<file path="src/rtl/pipelined_io_computer.sv">
// Five-stage MIPS-subset lab computer: internal ROM program, data RAM, memory-mapped I/O and 7-segment readout.
// Build option PIPELINE_FORWARDING_EN enables EX/MEM and MEM/WB bypassing; without it RAW hazards stall in ID.
module pipelined_io_computer #(
  parameter int IMEM_WORDS = 64,
  parameter int DMEM_WORDS = 32
) (
  input  logic        clock,
  input  logic        resetn,
  output logic [31:0] pc,
  output logic [31:0] inst,
  input  logic [3:0]  in_port0,
  input  logic [3:0]  in_port1,
  input  logic        in_port_sub,
  output logic [31:0] out_port0,
  output logic [31:0] out_port1,
  output logic [31:0] out_port2,
  output logic [6:0]  HEX0,
  output logic [6:0]  HEX1,
  output logic [6:0]  HEX2,
  output logic [6:0]  HEX3,
  output logic [6:0]  HEX4,
  output logic [6:0]  HEX5,
  output logic        LEDR4
);
  localparam int IA_W = $clog2(IMEM_WORDS);
  localparam int DA_W = $clog2(DMEM_WORDS);

  localparam logic [5:0] OP_RTYPE = 6'h00, OP_J = 6'h02, OP_BEQ = 6'h04, OP_BNE = 6'h05;
  localparam logic [5:0] OP_ADDI = 6'h08, OP_LW = 6'h23, OP_SW = 6'h2B;

  typedef enum logic [2:0] {ALU_ADD, ALU_SUB, ALU_AND, ALU_OR, ALU_SLT} alu_op_t;

  function automatic logic [31:0] rom_word(input logic [IA_W-1:0] a);
    case (int'(a))
      0:       rom_word = 32'h8C010080; // lw  r1,0x80(r0)
      1:       rom_word = 32'h8C020084; // lw  r2,0x84(r0)
      2:       rom_word = 32'h8C030088; // lw  r3,0x88(r0)
      3:       rom_word = 32'hAC010080; // sw  r1,0x80(r0)
      4:       rom_word = 32'hAC020084; // sw  r2,0x84(r0)
      5:       rom_word = 32'h10600002; // beq r3,r0,ADD
      6:       rom_word = 32'h00222022; // sub r4,r1,r2
      7:       rom_word = 32'h08000009; // j   ST
      8:       rom_word = 32'h00222020; // ADD: add r4,r1,r2
      9:       rom_word = 32'hAC040088; // ST: sw r4,0x88(r0)
      10:      rom_word = 32'h08000000; // j   0
      default: rom_word = 32'h00000000;
    endcase
  endfunction

  assign inst = rom_word(pc[IA_W+1:2]);

  // Pipeline registers
  logic [31:0] ifid_inst, ifid_pc4;
  logic        idex_reg_write, idex_mem_read, idex_mem_write, idex_alu_imm;
  alu_op_t     idex_alu_op;
  logic [4:0]  idex_rs, idex_rt, idex_wreg;
  logic [31:0] idex_a, idex_b, idex_imm;
  logic        exmem_reg_write, exmem_mem_read, exmem_mem_write;
  logic [4:0]  exmem_wreg;
  logic [31:0] exmem_alu, exmem_sd;
  logic        memwb_reg_write;
  logic [4:0]  memwb_wreg;
  logic [31:0] memwb_wdata;
  logic [31:0] rf [32];
  logic [31:0] dmem [DMEM_WORDS];

  // ID decode
  logic [5:0]  id_op, id_funct;
  logic [4:0]  id_rs, id_rt, id_rd;
  logic [31:0] id_imm;
  logic        d_reg_write, d_mem_read, d_mem_write, d_alu_imm;
  logic        d_uses_rs, d_uses_rt, d_beq, d_bne, d_jump;
  alu_op_t     d_alu_op;
  logic [4:0]  d_wreg;

  assign id_op    = ifid_inst[31:26];
  assign id_rs    = ifid_inst[25:21];
  assign id_rt    = ifid_inst[20:16];
  assign id_rd    = ifid_inst[15:11];
  assign id_funct = ifid_inst[5:0];
  assign id_imm   = {{16{ifid_inst[15]}}, ifid_inst[15:0]};

  always_comb begin
    d_reg_write = 1'b0;
    d_mem_read  = 1'b0;
    d_mem_write = 1'b0;
    d_alu_imm   = 1'b0;
    d_uses_rs   = 1'b0;
    d_uses_rt   = 1'b0;
    d_beq       = 1'b0;
    d_bne       = 1'b0;
    d_jump      = 1'b0;
    d_alu_op    = ALU_ADD;
    d_wreg      = 5'd0;
    case (id_op)
      OP_RTYPE: begin
        d_reg_write = 1'b1;
        d_uses_rs   = 1'b1;
        d_uses_rt   = 1'b1;
        d_wreg      = id_rd;
        case (id_funct)
          6'h20:   d_alu_op = ALU_ADD;
          6'h22:   d_alu_op = ALU_SUB;
          6'h24:   d_alu_op = ALU_AND;
          6'h25:   d_alu_op = ALU_OR;
          6'h2A:   d_alu_op = ALU_SLT;
          default: begin
            d_reg_write = 1'b0;
            d_uses_rs   = 1'b0;
            d_uses_rt   = 1'b0;
          end
        endcase
      end
      OP_ADDI: begin
        d_reg_write = 1'b1; d_uses_rs = 1'b1; d_alu_imm = 1'b1; d_wreg = id_rt;
      end
      OP_LW: begin
        d_reg_write = 1'b1; d_mem_read = 1'b1; d_uses_rs = 1'b1; d_alu_imm = 1'b1; d_wreg = id_rt;
      end
      OP_SW: begin
        d_mem_write = 1'b1; d_uses_rs = 1'b1; d_uses_rt = 1'b1; d_alu_imm = 1'b1;
      end
      OP_BEQ:  begin d_beq = 1'b1; d_uses_rs = 1'b1; d_uses_rt = 1'b1; end
      OP_BNE:  begin d_bne = 1'b1; d_uses_rs = 1'b1; d_uses_rt = 1'b1; end
      OP_J:    d_jump = 1'b1;
      default: ;
    endcase
  end

  // Register reads see the WB-stage write in the same cycle (write-before-read)
  logic [31:0] id_a, id_b;
  always_comb begin
    id_a = rf[id_rs];
    id_b = rf[id_rt];
    if (memwb_reg_write && memwb_wreg != 5'd0 && memwb_wreg == id_rs) id_a = memwb_wdata;
    if (memwb_reg_write && memwb_wreg != 5'd0 && memwb_wreg == id_rt) id_b = memwb_wdata;
`ifdef PIPELINE_FORWARDING_EN
    if (exmem_reg_write && !exmem_mem_read && exmem_wreg != 5'd0 && exmem_wreg == id_rs) id_a = exmem_alu;
    if (exmem_reg_write && !exmem_mem_read && exmem_wreg != 5'd0 && exmem_wreg == id_rt) id_b = exmem_alu;
`endif
  end

  logic ex_hit, mem_hit, stall, take;
  logic [31:0] target;
  assign ex_hit  = idex_reg_write && idex_wreg != 5'd0 &&
                   ((d_uses_rs && idex_wreg == id_rs) || (d_uses_rt && idex_wreg == id_rt));
  assign mem_hit = exmem_reg_write && exmem_wreg != 5'd0 &&
                   ((d_uses_rs && exmem_wreg == id_rs) || (d_uses_rt && exmem_wreg == id_rt));
`ifdef PIPELINE_FORWARDING_EN
  assign stall = (ex_hit && (idex_mem_read || d_beq || d_bne)) ||
                 (mem_hit && exmem_mem_read && (d_beq || d_bne));
`else
  assign stall = ex_hit || mem_hit;
`endif
  assign take   = !stall && (d_jump || (d_beq && id_a == id_b) || (d_bne && id_a != id_b));
  assign target = d_jump ? {ifid_pc4[31:28], ifid_inst[25:0], 2'b00}
                         : ifid_pc4 + {id_imm[29:0], 2'b00};

  // EX stage
  logic [31:0] ex_a, ex_b, alu_b, alu_y;
  always_comb begin
    ex_a = idex_a;
    ex_b = idex_b;
`ifdef PIPELINE_FORWARDING_EN
    if (exmem_reg_write && exmem_wreg != 5'd0 && exmem_wreg == idex_rs) ex_a = exmem_alu;
    else if (memwb_reg_write && memwb_wreg != 5'd0 && memwb_wreg == idex_rs) ex_a = memwb_wdata;
    if (exmem_reg_write && exmem_wreg != 5'd0 && exmem_wreg == idex_rt) ex_b = exmem_alu;
    else if (memwb_reg_write && memwb_wreg != 5'd0 && memwb_wreg == idex_rt) ex_b = memwb_wdata;
`endif
    alu_b = idex_alu_imm ? idex_imm : ex_b;
    case (idex_alu_op)
      ALU_SUB: alu_y = ex_a - alu_b;
      ALU_AND: alu_y = ex_a & alu_b;
      ALU_OR:  alu_y = ex_a | alu_b;
      ALU_SLT: alu_y = {31'd0, $signed(ex_a) < $signed(alu_b)};
      default: alu_y = ex_a + alu_b;
    endcase
  end

  // MEM stage: addr[7] selects I/O space
  logic            mem_io;
  logic [DA_W-1:0] mem_idx;
  logic [31:0]     mem_rdata;
  assign mem_io  = exmem_alu[7];
  assign mem_idx = exmem_alu[DA_W+1:2];
  always_comb begin
    mem_rdata = 32'd0;
    if (mem_io) begin
      case (exmem_alu[7:0])
        8'h80:   mem_rdata = {28'd0, in_port0};
        8'h84:   mem_rdata = {28'd0, in_port1};
        8'h88:   mem_rdata = {31'd0, in_port_sub};
        default: mem_rdata = 32'd0;
      endcase
    end else begin
      mem_rdata = dmem[mem_idx];
    end
  end

  always_ff @(posedge clock) begin
    if (exmem_mem_write && !mem_io) dmem[mem_idx] <= exmem_sd;
  end

  always_ff @(posedge clock) begin
    if (resetn) begin
      pc              <= 32'd0;
      ifid_inst       <= 32'd0;
      ifid_pc4        <= 32'd0;
      idex_reg_write  <= 1'b0;
      idex_mem_read   <= 1'b0;
      idex_mem_write  <= 1'b0;
      idex_alu_imm    <= 1'b0;
      idex_alu_op     <= ALU_ADD;
      idex_rs         <= 5'd0;
      idex_rt         <= 5'd0;
      idex_wreg       <= 5'd0;
      idex_a          <= 32'd0;
      idex_b          <= 32'd0;
      idex_imm        <= 32'd0;
      exmem_reg_write <= 1'b0;
      exmem_mem_read  <= 1'b0;
      exmem_mem_write <= 1'b0;
      exmem_wreg      <= 5'd0;
      exmem_alu       <= 32'd0;
      exmem_sd        <= 32'd0;
      memwb_reg_write <= 1'b0;
      memwb_wreg      <= 5'd0;
      memwb_wdata     <= 32'd0;
      out_port0       <= 32'd0;
      out_port1       <= 32'd0;
      out_port2       <= 32'd0;
      for (int i = 0; i < 32; i++) rf[i] <= 32'd0;
    end else begin
      if (!stall) begin
        pc        <= take ? target : pc + 32'd4;
        ifid_inst <= take ? 32'd0 : inst;
        ifid_pc4  <= take ? 32'd0 : pc + 32'd4;
      end
      // A stall keeps IF/ID and sends a bubble into EX
      idex_reg_write  <= stall ? 1'b0 : d_reg_write;
      idex_mem_read   <= stall ? 1'b0 : d_mem_read;
      idex_mem_write  <= stall ? 1'b0 : d_mem_write;
      idex_alu_imm    <= d_alu_imm;
      idex_alu_op     <= d_alu_op;
      idex_rs         <= id_rs;
      idex_rt         <= id_rt;
      idex_wreg       <= stall ? 5'd0 : d_wreg;
      idex_a          <= id_a;
      idex_b          <= id_b;
      idex_imm        <= id_imm;
      exmem_reg_write <= idex_reg_write;
      exmem_mem_read  <= idex_mem_read;
      exmem_mem_write <= idex_mem_write;
      exmem_wreg      <= idex_wreg;
      exmem_alu       <= alu_y;
      exmem_sd        <= ex_b;
      memwb_reg_write <= exmem_reg_write;
      memwb_wreg      <= exmem_wreg;
      memwb_wdata     <= exmem_mem_read ? mem_rdata : exmem_alu;
      if (exmem_mem_write && mem_io) begin
        case (exmem_alu[7:0])
          8'h80:   out_port0 <= exmem_sd;
          8'h84:   out_port1 <= exmem_sd;
          8'h88:   out_port2 <= exmem_sd;
          default: ;
        endcase
      end
      if (memwb_reg_write && memwb_wreg != 5'd0) rf[memwb_wreg] <= memwb_wdata;
    end
  end

  // Displays
  function automatic logic [6:0] seg7(input logic [3:0] d);
    case (d)
      4'd0:    seg7 = 7'b1000000;
      4'd1:    seg7 = 7'b1111001;
      4'd2:    seg7 = 7'b0100100;
      4'd3:    seg7 = 7'b0110000;
      4'd4:    seg7 = 7'b0011001;
      4'd5:    seg7 = 7'b0010010;
      4'd6:    seg7 = 7'b0000010;
      4'd7:    seg7 = 7'b1111000;
      4'd8:    seg7 = 7'b0000000;
      4'd9:    seg7 = 7'b0010000;
      default: seg7 = 7'b1111111;
    endcase
  endfunction

  function automatic logic [13:0] dec2(input logic [7:0] v);
    dec2 = {seg7(4'((v / 8'd10) % 8'd10)), seg7(4'(v % 8'd10))};
  endfunction

  logic [31:0] mag2;
  assign mag2 = out_port2[31] ? (32'd0 - out_port2) : out_port2;
  assign {HEX1, HEX0} = dec2({4'd0, out_port0[3:0]});
  assign {HEX3, HEX2} = dec2({4'd0, out_port1[3:0]});
  assign {HEX5, HEX4} = dec2(mag2[7:0]);
  assign LEDR4 = out_port2[31];

  logic unused_bits;
  assign unused_bits = ^{ifid_inst[10:6], mag2[31:8]};
endmodule

</file>
<file path="config.mk">
export PLATFORM = sky130hd
export DESIGN_NAME = pipelined_io_computer
export DESIGN_NICKNAME = d
export VERILOG_FILES = /design/src/rtl/pipelined_io_computer.sv
export SDC_FILE = /design/constraint.sdc
export NUM_CORES = 2
export LEC_CHECK = 0
export BUFFER_PORTS_ARGS = -buffer_cell sky130_fd_sc_hd__buf_2
export CAP_MARGIN = 20
export CORE_ASPECT_RATIO = 0.7
export CORE_MARGIN = 3
export CORE_UTILIZATION = 55
export CTS_CLUSTER_SIZE = 14
export DETAILED_ROUTE_END_ITERATION = 10
export PLACE_DENSITY = 0.71
export SLEW_MARGIN = 10
export SYNTH_ARGS = -nofsm -noshare
export SYNTH_HDL_FRONTEND = slang
export SYNTH_SLANG_ARGS = --single-unit
</file>
<file path="constraint.sdc">
create_clock -name clock -period 10.56 [get_ports clock]
set_input_delay 2.64 -clock clock [delete_from_list [all_inputs] [get_ports clock]]
set_output_delay 2.64 -clock clock [all_outputs]
set_load 0.005 [all_outputs]
</file>
After elaboration in Yosys (flattened, before gate mapping). Memories as Yosys holds them, arrays and structs flattened. A register that Yosys moved wholly into a read port is not among the register bits. Index checks and enable logic that the tools add are counted. W data, S select, Z words.

Memories: 9. Flip-flop bits (word level): 394. Word-level logic and storage cells: 158. RAM bits: 2048. Bits of input ports: 11. ROM bits: 944.

Reduce and logical (&&, ||, !) cells: 39. Equality and inequality tests: 26. Muxes and demuxes: 42. $add $sub $neg: 5. $lt $le $gt $ge: 1. Bitwise operators: 3. Div/mod/pow operators: 9.

Memories: dmem (words 32, width 32, rd ports 1, clocked after memory_dff 1, write ports 1, RTL line 65) `logic [31:0] dmem [DMEM_WORDS];`; rf (words 32, width 32, rd ports 2, clocked after memory_dff 2, write ports 32, RTL line 64) `logic [31:0] rf [32];`; (name not given) (words 16, width 17, rd ports 1, clocked after memory_dff 1, write ports 0, RTL line 34) `case (int'(a))`; (name not given) (words 16, width 7, rd ports 1, clocked after memory_dff 0, write ports 0, RTL line 274) `case (d)`; (name not given) (words 16, width 7, rd ports 1, clocked after memory_dff 0, write ports 0, RTL line 274); (name not given) (words 16, width 7, rd ports 1, clocked after memory_dff 0, write ports 0, RTL line 274); 3 more memories.

Operator list (count): $mux W32 (11); $pmux W32 S4 (1); $add A32 B32 Y32 (2); $eq A6 B6 Y1 const B (7); $add A32 B3 Y32 const B (1); $and A32 B32 Y32 (1); $eq A32 B32 Y1 (1); $lt A32 B32 Y1 (1); $mod A8 B4 Y8 const B (4); $ne A32 B32 Y1 (1); $or A32 B32 Y32 (1); $reduce_or A32 Y1 (1); $sub A32 B32 Y32 (1); $eq A5 B5 Y1 (6); $mux W5 (6); $eq A8 B8 Y1 const B (3); $div A4 B4 Y8 const B (2); $logic_and A1 B1 Y1 (16); $mod A4 B4 Y8 const B (2); $mux W1 (15); $reduce_bool A5 Y1 (3); $eq A6 B3 Y1 const B (2); $pmux W3 S4 (1); $pmux W4 S3 (1); other kinds (20) (35).

Longest topological paths before layout.
Depth after elaboration: 13. Depth in mapped cells: 21. Mapped depth without buffers: 21.

Worst setup path before layout. No wires, ideal clock.

Path type: flip-flop to output port. From: register out_port2[0]. To: output port HEX5[4]. Slack: 3.260 ns. Stages on the path, launching flop included: 18. Arrival: 4.660 ns. Data required time: 7.920 ns. Cell sequence: dfxtp_1 -> inv_1 -> ha_1 -> nor4b_1 -> a31oi_1 -> a2bb2oi_1 -> nand2_2 -> maj3_2 -> a221o_2 -> ha_1 -> nor2_1 -> nor2b_1 -> o21ai_4 -> xnor2_1 -> inv_1 -> ha_1 -> or4b_2 -> a41oi_1.

Word-level cells in the longest chain between the ends: 5.

RTL lines: from (decl) (RTL line 16) `output logic [31:0] out_port2,`; from (signal assigned) (RTL line 264) `8'h88: out_port2 <= exmem_sd;`; $sub A1 B8 Y8 (RTL line 294) `assign mag2 = out_port2[31] ? (32'd0 - out_port2) : out_port2;`; $mux W8 * (RTL line 294); $div A8 B4 Y8 * (RTL line 290) `dec2 = {seg7(4'((v / 8'd10) % 8'd10)), seg7(4'(v % 8'd10))};`; $mod A8 B4 Y8 * (RTL line 290); $mem_v2 Z16 W7 *; to (decl) (RTL line 22) `output logic [6:0] HEX5,`.

Mark *: on every way between the ends. The rest lies on a longest branch, timed or not.

Final worst setup path. Ends and elaborated chain as after synthesis.

==> run metrics <==
status=complete, no violations; Syn. warnings=0; core area=129800 µm²; setup_tns=0 ns; Max-slew headroom=23.39%; initial antenna violation count=7; Mapped Avg Cell Area=14.07 µm²; DRT iter0 DRCs=6911; final wirelength=204300 µm; Synth Area in XOR/XNOR=1.677%; die area=136500 µm²; vias in the first global route=44250; Synth Area in Compound Gates=8.246%; Largest register FFs=1024; Antenna Nets Post-Route=0; Clk Latency, worst-skew pair=0.82 ns; max cap viols=0; Post-CTS Setup Repair Bufs=0; worst hold path class=flop to flop; # DRC=0; multiplexer area fraction after synthesis=12.18%; Fmax achieved=0.1082 GHz; WL/cell=28.42 µm; Most used DFF post-synth=edfxtp_1; crit path cell chain=inv_1 > ha_1 > nor4b_1 > a31oi_1 > a2bb2oi_1 > nand2_2 > maj3_2 > a221o_2 > ha_1 > nor2_1 > nor2b_1 > o21ai_4 > xnor2_1 > inv_1 > ha_1 > or4b_2 > a41oi_1 > buf_2; CTS Hold Bufs=0; all-layer global routing usage=30.00%; fin nets=5481; cts bufs inserted=154; Mapped Cells=5159; Final Slew Violations=0; maximum root-to-sink buffer count=3; Die Y=310.0 µm; Hold WS=0.4399 ns; Synth Area in Simple Gates=9.066%; Die W=440.3 µm; Worst Path Max Fanout=10; routed vias/inst=6.487; DP HPWL=126000 µm; EDFF count, synth=1280; cell area after synthesis=72610 µm²; adder-cell area share of the yosys netlist=2.476%; Final min period=9.241 ns; combinational family with the most area after synthesis=multiplexers; PwrDens=210.1 nW/µm²; Setup Skew=0.05572 ns; Via Count=46630; reg2reg setup slack=3.81 ns; initial core utilization=55.94%; Top cell by count, worst path=ha_1; Root Buffer=clkbuf_16; commonest non-fill, non-tap cell in the layout=edfxtp_1; First-pass DRT Iterations=10; layout cells sized above 1=18.73%; Cell variety after synth=98; hold endpoint=exmem_mem_read$_SDFF_PP0_; most frequent cells in the layout=1280 x edfxtp_1, 367 x dfxtp_1, 340 x mux4_2, 334 x a21oi_1, 329 x nand2_1; required time worst endpoint=7.92 ns; std cell rows=110; I/O Buffers=192; Post-CTS Resized=0; Slowest cell on crit path=or4b_2; top cells by area, synth=edfxtp_1 53%, mux4_2 11%, dfxtp_1 10%; critical path data arrival time=6.60 ns; global placement routability congestion=0.9201; asr flop ratio synth=0%; Final Hold Vio Count=0; kind of critical path=flop to output port; crit start category=flop; top flop regs=dmem x1024, rf x256; CTS Sinks=1657; min-delay src=idex_mem_read$_SDFF_PP0_; Congestion Overflow GR=0; Reg clk slew, reported paths=0.06 ns; Leakage=0.02741 µW; Critical Path Max Stage Delay=0.68 ns; # H-tree levels=4; Top reg by flops=dmem; RSZ-0062 raised after global routing=no; crit path capture type=output port; Tightest Pin Transition=1.149 ns; number of setup violations in the final report=0; r2r worst-path depth=16; register area share after synthesis=63.33%; maximum number of pins on one net before global-route repair=190; fin crit share=87.51%; TritonCTS clock tree=built; Yosys reg bits=1657; hold depth=1; post-synth top area share=52.94%; Fillers=9427; first-pass GRT wire length=300000 µm; Peak VDD IR=0.1469 mV; io pins=214; area grow syn2layout=11.22%; Yosys top cell by area=edfxtp_1
==> Yosys cell counts, types with 21 or more instances <==
library cell	count
nor4_1	36
mux2_2	21
mux4_2	340
buf_4	38
edfxtp_1	1280
and2_1	116
nor2_1	300
dfxtp_1	377
a211oi_1	29
mux2i_1	62
xnor2_1	96
and3_1	22
nand4_1	42
clkbuf_1	230
inv_1	161
xor2_1	43
a21o_1	23
nand2b_1	55
o21ai_0	122
nor2b_1	87
buf_1	57
buf_2	25
a21oi_1	334
nor3_1	227
ha_1	138
nand2_1	330
nand3_1	55
a22oi_1	169
==> critical path: cells and delay by family, from the launching register on <==
family,cells,cell delay [ns]
AND/OR/NAND/NOR,5,1.82
AO/OA/AOI/OAI,5,1.30
XOR/XNOR,1,0.32
buffers and inverters,3,0.53
flip-flops,1,0.55
adder cells (fa/ha/maj),4,1.26
==> worst max path at each step <==
stage                                    startpoint       to  slack [ns]  cells past startpoint
after floorplan           out_port2[0]$_SDFFE_PP0P_  HEX5[4]        3.26                     17
after global placement    out_port2[0]$_SDFFE_PP0P_  HEX5[4]        2.25                     18
after detailed placement  out_port2[0]$_SDFFE_PP0P_  HEX5[4]        2.25                     18
after CTS                 out_port2[0]$_SDFFE_PP0P_  HEX5[4]        1.32                     18
after global routing      out_port2[0]$_SDFFE_PP0P_  HEX5[3]        0.89                     18
final                     out_port2[0]$_SDFFE_PP0P_  HEX5[4]        1.32                     18
==> layout make-up <==
type                    count  area, µm²  share of cell area (%)
well taps                1736       2172                   2.690
flip-flops and latches   1657      46000                   56.97
inverters                 161      604.3                  0.7484
clock inverters            62      594.3                  0.7360
diodes                      2      5.005                0.006198
multi-input cells        3034      24950                   30.90
repair buffers            321       2069                   2.563
clock buffers             215       4350                   5.387
==> kinds of logic (layout without fill, tap and decap cells) <==
family / after synthesis / after routing
fa+ha+maj: 142 / 142
other cells: 2 / 55
compound gates: 918 / 918
xor+xnor: 139 / 139
simple gates: 1346 / 1346
buf+inv: 519 / 759
mux: 436 / 436
flops: 1657 / 1657
==> power breakdown <==
| group | switching [µW] | total, µW | leakage (µW) | internal, µW |
|---|---|---|---|---|
| registers | 363 | 7750 | 0.0151 | 7390 |
| clock network | 2460 | 5500 | 0.00239 | 3040 |
| logic | 2210 | 3710 | 0.00989 | 1500 |
| total | 5030 | 17000 | 0.0274 | 11900 |
==> layer usage <==
metal  vias up  share of wire [%]  routed length [µm]  GRT usage [%]
li1      19930                  -                   -              -
met1     23360                 41               84630          46.32
met2      2968                 43               86860          41.83
met3       360                 13               27020          7.723
met4         6                2.8                5726          9.409
met5         -              0.028                  57              0
==> through the flow <==
step / cell area (µm²) / setup WS, ns / power (µW) / instances / util (%)
4_1_cts: 80690 / 1.321 / 16970 / 7182 / 62.17
5_1_grt: 80750 / 0.8930 / 17560 / 7186 / 62.22
3_5_place_dp: 75740 / 2.254 / 11520 / 6905 / 58.36
3_3_place_gp: 75660 / 2.253 / 11460 / 6900 / 58.29
6_report: 80750 / 1.319 / 16960 / 7188 / 62.22
2_1_floorplan: 72800 / 3.260 / 10300 / 5210 / -
Power figures use the tool's default switching activity.
